**config.mk**
```make
export PLATFORM = sky130hd
export DESIGN_NAME = seq_div_32
export DESIGN_NICKNAME = d
export VERILOG_FILES = /design/src/rtl/seq_div_32_pkg.sv /design/src/rtl/rc_add_sub_32.sv /design/src/rtl/seq_div_32.sv
export SDC_FILE = /design/constraint.sdc
export NUM_CORES = 1
export LEC_CHECK = 0
export CAP_MARGIN = 0
export CORE_AREA = 8 8 110 187
export CTS_CLUSTER_DIAMETER = 60
export DETAILED_ROUTE_END_ITERATION = 10
export DIE_AREA = 0 0 118 195
export PLACE_DENSITY_LB_ADDON = 0.2
export SYNTH_ARGS = -nofsm -noshare
export SYNTH_HDL_FRONTEND = slang
export SYNTH_SLANG_ARGS = --single-unit
```
**constraint.sdc**
```tcl
create_clock -name CLK -period 13.17 [get_ports CLK]
set_input_delay 1.317 -clock CLK [delete_from_list [all_inputs] [get_ports CLK]]
set_output_delay 1.317 -clock CLK [all_outputs]
set_load 0.01 [all_outputs]
```
**src/rtl/seq_div_32_pkg.sv**
```systemverilog
// Shared constants for the sequential divider: width, counter size, FSM encodings,
// and the quotient reported on divide-by-zero.
package seq_div_32_pkg;

    localparam int unsigned WIDTH = 32;
    localparam int unsigned CNT_W = 6;

    localparam logic [1:0] ST_IDLE = 2'd0;
    localparam logic [1:0] ST_RUN  = 2'd1;
    localparam logic [1:0] ST_FIN  = 2'd2;

    localparam logic [WIDTH-1:0] DIV0_QUO = '1;

endpackage

```
**src/rtl/rc_add_sub_32.sv**
```systemverilog
// 32-bit ripple-carry adder/subtractor: Y = A + B (SnA=0) or A - B (SnA=1).
// Cout is the final carry; when subtracting it is high when there is no borrow.
module rc_add_sub_32
    import seq_div_32_pkg::*;
(
    input  logic [WIDTH-1:0] A,
    input  logic [WIDTH-1:0] B,
    input  logic             SnA,
    output logic [WIDTH-1:0] Y,
    output logic             Cout
);

    logic [WIDTH:0]   carry;
    logic [WIDTH-1:0] b_x;

    always_comb begin
        b_x      = B ^ {WIDTH{SnA}};
        carry    = '0;
        carry[0] = SnA;
        Y        = '0;
        for (int i = 0; i < int'(WIDTH); i++) begin
            Y[i]       = A[i] ^ b_x[i] ^ carry[i];
            carry[i+1] = (A[i] & b_x[i]) | (carry[i] & (A[i] ^ b_x[i]));
        end
        Cout = carry[WIDTH];
    end

endmodule

```
**src/rtl/seq_div_32.sv**
```systemverilog
// Multi-cycle unsigned restoring divider, one trial subtraction per cycle.
// START/DONE handshake; QUO, REM and DIV0 are registered and held between operations.
module seq_div_32
    import seq_div_32_pkg::*;
(
    input  logic             CLK,
    input  logic             RST,
    input  logic             START,
    input  logic [WIDTH-1:0] DVND,
    input  logic [WIDTH-1:0] DVSR,
    output logic [WIDTH-1:0] QUO,
    output logic [WIDTH-1:0] REM,
    output logic             BUSY,
    output logic             DONE,
    output logic             DIV0
);

    logic [1:0]       state_q, state_d;
    logic [WIDTH-1:0] r_q, r_d;
    logic [WIDTH-1:0] q_q, q_d;
    logic [WIDTH-1:0] d_q, d_d;
    logic [CNT_W-1:0] cnt_q, cnt_d;
    logic [WIDTH-1:0] quo_q, quo_d;
    logic [WIDTH-1:0] rem_q, rem_d;
    logic             div0_q, div0_d;

    // The stored partial remainder never exceeds the divisor, so its 33rd bit is
    // always zero between iterations; only the shifted value needs WIDTH+1 bits.
    logic [WIDTH:0]   r_sh;
    logic [WIDTH-1:0] trial;
    logic             no_borrow;
    logic             accept;

    assign r_sh = {r_q, q_q[WIDTH-1]};

    rc_add_sub_32 u_sub (
        .A    (r_sh[WIDTH-1:0]),
        .B    (d_q),
        .SnA  (1'b1),
        .Y    (trial),
        .Cout (no_borrow)
    );

    assign accept = r_sh[WIDTH] | no_borrow;

    always_comb begin
        state_d = state_q;
        r_d     = r_q;
        q_d     = q_q;
        d_d     = d_q;
        cnt_d   = cnt_q;
        quo_d   = quo_q;
        rem_d   = rem_q;
        div0_d  = div0_q;
        case (state_q)
            ST_IDLE, ST_FIN: begin
                state_d = ST_IDLE;
                if (START) begin
                    if (DVSR != '0) begin
                        state_d = ST_RUN;
                        r_d     = '0;
                        q_d     = DVND;
                        d_d     = DVSR;
                        cnt_d   = CNT_W'(WIDTH);
                        div0_d  = 1'b0;
                    end else begin
                        state_d = ST_FIN;
                        quo_d   = DIV0_QUO;
                        rem_d   = DVND;
                        div0_d  = 1'b1;
                    end
                end
            end
            ST_RUN: begin
                q_d   = {q_q[WIDTH-2:0], accept};
                r_d   = accept ? trial : r_sh[WIDTH-1:0];
                cnt_d = cnt_q - 1'b1;
                // Results are loaded on the last iteration so they are valid with DONE.
                if (cnt_q == CNT_W'(1)) begin
                    state_d = ST_FIN;
                    quo_d   = q_d;
                    rem_d   = r_d;
                end
            end
            default: state_d = ST_IDLE;
        endcase
    end

    always_ff @(posedge CLK) begin
        if (RST) begin
            state_q <= ST_IDLE;
            r_q     <= '0;
            q_q     <= '0;
            d_q     <= '0;
            cnt_q   <= '0;
            quo_q   <= '0;
            rem_q   <= '0;
            div0_q  <= 1'b0;
        end else begin
            state_q <= state_d;
            r_q     <= r_d;
            q_q     <= q_d;
            d_q     <= d_d;
            cnt_q   <= cnt_d;
            quo_q   <= quo_d;
            rem_q   <= rem_d;
            div0_q  <= div0_d;
        end
    end

    assign QUO  = quo_q;
    assign REM  = rem_q;
    assign DIV0 = div0_q;
    assign BUSY = (state_q == ST_RUN);
    assign DONE = (state_q == ST_FIN);

endmodule
```
==> reports/results.tsv <==
stage	metric	value	unit
status	status	finished, final reports clean	
logic_synthesis	yosys warns	0	
floorplanning	FP Rows	65	
power_and_ir_drop	Seq pwr share	27.1	%
setup_path	Max FO, Critical Path	10	
cells_and_area	commonest non-fill, non-tap cell in the layout	dfxtp_1	
sta	Final period util	96.8	%
setup_path	max incr delay on CP	0.40	ns
setup_path	crit start category	flop	
drt	Avg Vias per Cell	5.43	
logic_synthesis	Post-synth EDFFs	0	
sta	RSZ-0062 raised after global routing	no	
setup_path	CP Data Required Time	13.45	ns
logic_synthesis	Synth Flop Type	dfxtp_1	
sta	skew final	0.0120	ns
clocking	Clock Latency Late Sink	0.44	ns
global_routing	vias in the first global route	6742	
sta	Fmax	78.4	MHz
power_and_ir_drop	combinational power share	51.3	%
global_routing	first-pass GRT wire length	35900	um
cells_and_area	most frequent cells in the layout	dfxtp_1, nand2_1, nor2_1, clkdlybuf4s50_1, nor3_1	
cells_and_area	share of layout cells above drive strength 1	9.06	%
logic_synthesis	sequential fraction of the synthesis area	42.8	%
drt	drc violations	0	
placement	DP Area	9280	sq um
floorplanning	initial core utilization	44.0	%
logic_synthesis	synthesized flop and latch total	169	
setup_path	worst reg2reg startpoint	q_q[31]	
clocking	H-tree Lvls	4	
sta	Worst Max-Slew Pin Slew	1.10	ns
hold_path	Min-Delay Path Depth	2	
cells_and_area	Design Area, Final	10100	sq um
global_routing	Total GRT Usage	19.0	%
clocking	setup bufs post-CTS	0	
setup_path	Critical Path Most Common Cell	fa_2	
drt	DR pass1 iterations	4	
sta	Slew headroom	26.8	%
floorplanning	Die Wd	118	um
sta	Final Max Slew Viols	0	
global_routing	initial antenna violation count	2	
clocking	Clk pin slew, worst setup/hold paths	0.07	ns
logic_synthesis	Syn Inst Count	952	
clocking	Clock Tree Buf Depth	2	
setup_path	Worst R2R End	REM[27]	
power_and_ir_drop	leakage	3.53	nW
floorplanning	die height	195	um
logic_synthesis	Yosys cell types	36	
logic_synthesis	Area contributors post-synth	dfxtp_1, fa_1, nand2_1, nor2_1, nor3_1	
cells_and_area	Area Overhead vs Synth	27.4	%
logic_synthesis	ys async rst share	0	%
cells_and_area	final non-filler cell total	1284	
clocking	CTS root buffer	clkbuf_16	
cells_and_area	fill count	1713	
power_and_ir_drop	sw frac	37.4	%
hold_path	WHS Endpoint	d_q[27]	
setup_path	Critical Path Sink Type	flop	
setup_path	kind of critical path	reg -> reg	
power_and_ir_drop	Clock Power Share	21.6	%
drt	vias	6966	
power_and_ir_drop	pwr dens	234	nW/um^2
logic_synthesis	Avg Inst Size Synth	8.30	sq um
global_routing	pin count of the biggest net entering global routing	102	
sta	final hold vios	0	
floorplanning	I/O pin cnt	134	
setup_path	cells on worst reg2reg path	43	
drt	antenna viol nets, final	0	
placement	HPWL after DPL	14200	um
hold_path	hold path start	d_q[27]	
cells_and_area	Nets	1136	
setup_path	Worst path slowest cell	fa_1	
logic_synthesis	cell area after synthesis	7900	sq um
hold_path	hold crit path type	reg -> reg	
logic_synthesis	share of the synthesized area in the top cell type	42.8	%
global_routing	grt ovf	0	
power_and_ir_drop	worst vdd ir	181	uV
clocking	TritonCTS Buffers	17	
sta	min cycle time layout	12.75	ns
placement	placed cells	1249	
floorplanning	core region area	18000	sq um
sta	final setup fails	0	
power_and_ir_drop	Sw Pwr	0.882	mW
drt	WL per Instance	17.0	um
power_and_ir_drop	Int Pwr	1.47	mW
clocking	hold_buf cts	0	
setup_path	Arr. time, crit path	13.03	ns
drt	starting DRC count in detailed routing	402	
logic_synthesis	area leader, netlist	dfxtp_1	
sta	setup TNS	0	ns
logic_synthesis	post-synthesis net count	1053	
placement	GPL Wtd Cong	0.802	
flow_run	max cap viols	0	
drt	final WL	21800	um
clocking	CTS tree	built	
placement	Buffers on Ports	133	
floorplanning	die area	23000	sq um
setup_path	worst reg-to-reg setup slack	0.42	ns
clocking	clk sinks	169	
## final cells by class
cell class	instances	area (sq um)	area share, %
diodes	2	5.00	0.0497
repair buffers	150	1510	14.9
clock buffers	19	433	4.30
inverters	39	146	1.45
multi-input cells	658	4150	41.2
flip-flops and latches	169	3380	33.6
clock inverters	13	159	1.58
well taps	234	293	2.91
## power groups by stage
stage / clock, mW / sequential (mW) / combinational (mW)
after floorplan: 0 / 0.630 / 0.687
after global placement: 0 / 0.641 / 0.934
after detailed placement: 0 / 0.642 / 0.947
after CTS: 0.518 / 0.636 / 1.18
after global routing: 0.540 / 0.647 / 1.33
final: 0.509 / 0.638 / 1.21
## layer usage
metal | global-route usage (%) | part of all wire [%] | vias up
li1 | - | - | 3453
met1 | 23.1 | 43 | 3305
met2 | 31.6 | 50 | 177
met3 | 3.24 | 3.7 | 31
met4 | 9.45 | 3.3 | 0
met5 | 0 | 0 | -
## metrics by stage
| stage | utilization (%) | hold WS (ns) | power [mW] | setup WS (ns) |
|---|---|---|---|---|
| after floorplan | - | 0.436 | 1.32 | 0.272 |
| after detailed placement | 51.6 | 0.446 | 1.59 | -0.363 |
| after CTS | 55.8 | 0.456 | 2.33 | 0.0287 |
| after global placement | 51.6 | 0.444 | 1.58 | -0.283 |
| after global routing | 56.0 | 0.471 | 2.52 | 0.0393 |
| final | 56.0 | 0.455 | 2.36 | 0.419 |
## worst max path at each step
| stage | startpoint | to | slack, ns | cells after the start |
|---|---|---|---|---|
| global placement | q_q[31] | REM[18] | -0.28 | 43 |
| finish | q_q[31] | REM[27] | 0.42 | 43 |
| CTS | q_q[31] | REM[15] | 0.03 | 43 |
| global route | q_q[31] | REM[31] | 0.04 | 44 |
| floorplan | q_q[31] | r_q[10] | 0.27 | 44 |
| detailed placement | q_q[31] | REM[25] | -0.36 | 43 |
## registers in the layout, summed over array words and instances (netlist names)
| register | flops |
|---|---|
| DIV0 | 1 |
| state_q | 2 |
| r_q | 32 |
| QUO | 32 |
| d_q | 32 |
| REM | 32 |
| q_q | 32 |
| cnt_q | 6 |
## Yosys cell counts, types with 2 or more instances
| cell type | count |
|---|---|
| nor4_1 | 10 |
| nor2_1 | 132 |
| nand3_1 | 32 |
| buf_6 | 6 |
| nand2b_1 | 3 |
| fa_1 | 31 |
| dfxtp_1 | 169 |
| and3_1 | 2 |
| a21oi_1 | 64 |
| a31oi_1 | 35 |
| o221ai_2 | 5 |
| buf_1 | 4 |
| buf_4 | 4 |
| o221ai_1 | 24 |
| nand2_1 | 162 |
| a221oi_1 | 3 |
| mux2i_1 | 29 |
| and4_1 | 2 |
| clkbuf_1 | 43 |
| a311oi_1 | 33 |
| nor3_1 | 74 |
| buf_2 | 29 |
| ha_1 | 3 |
| nor2b_1 | 2 |
| inv_1 | 38 |
| a211oi_1 | 3 |
## timing repair
item | 4_1_cts | 5_1_grt
resized for setup | 30 | 12
endpoints found under the hold margin | 0 | 0
gates cloned | 1 | 0
pin swaps | 2 | 4
endpoints found under the setup margin | 66 | 66
## kinds of logic after synthesis
kind of cell	share of synthesized area (%)
XOR/XNOR	0.111
multiplexers	3.67
AND/OR/NAND/NOR	22.8
adder cells (fa/ha/maj)	8.33
buffers and inverters	7.16
flip-flops	42.8
AO/OA/AOI/OAI	15.1
## critical path, delay by kind of cell, from the launching register on
family | cells | cell delay, ns
mux | 1 | 0.25
compound gates | 2 | 0.18
fa+ha+maj | 32 | 11.09
buf+inv | 6 | 0.51
flops | 1 | 0.32
simple gates | 2 | 0.23
No activity file was read; power rests on OpenSTA's default activity.
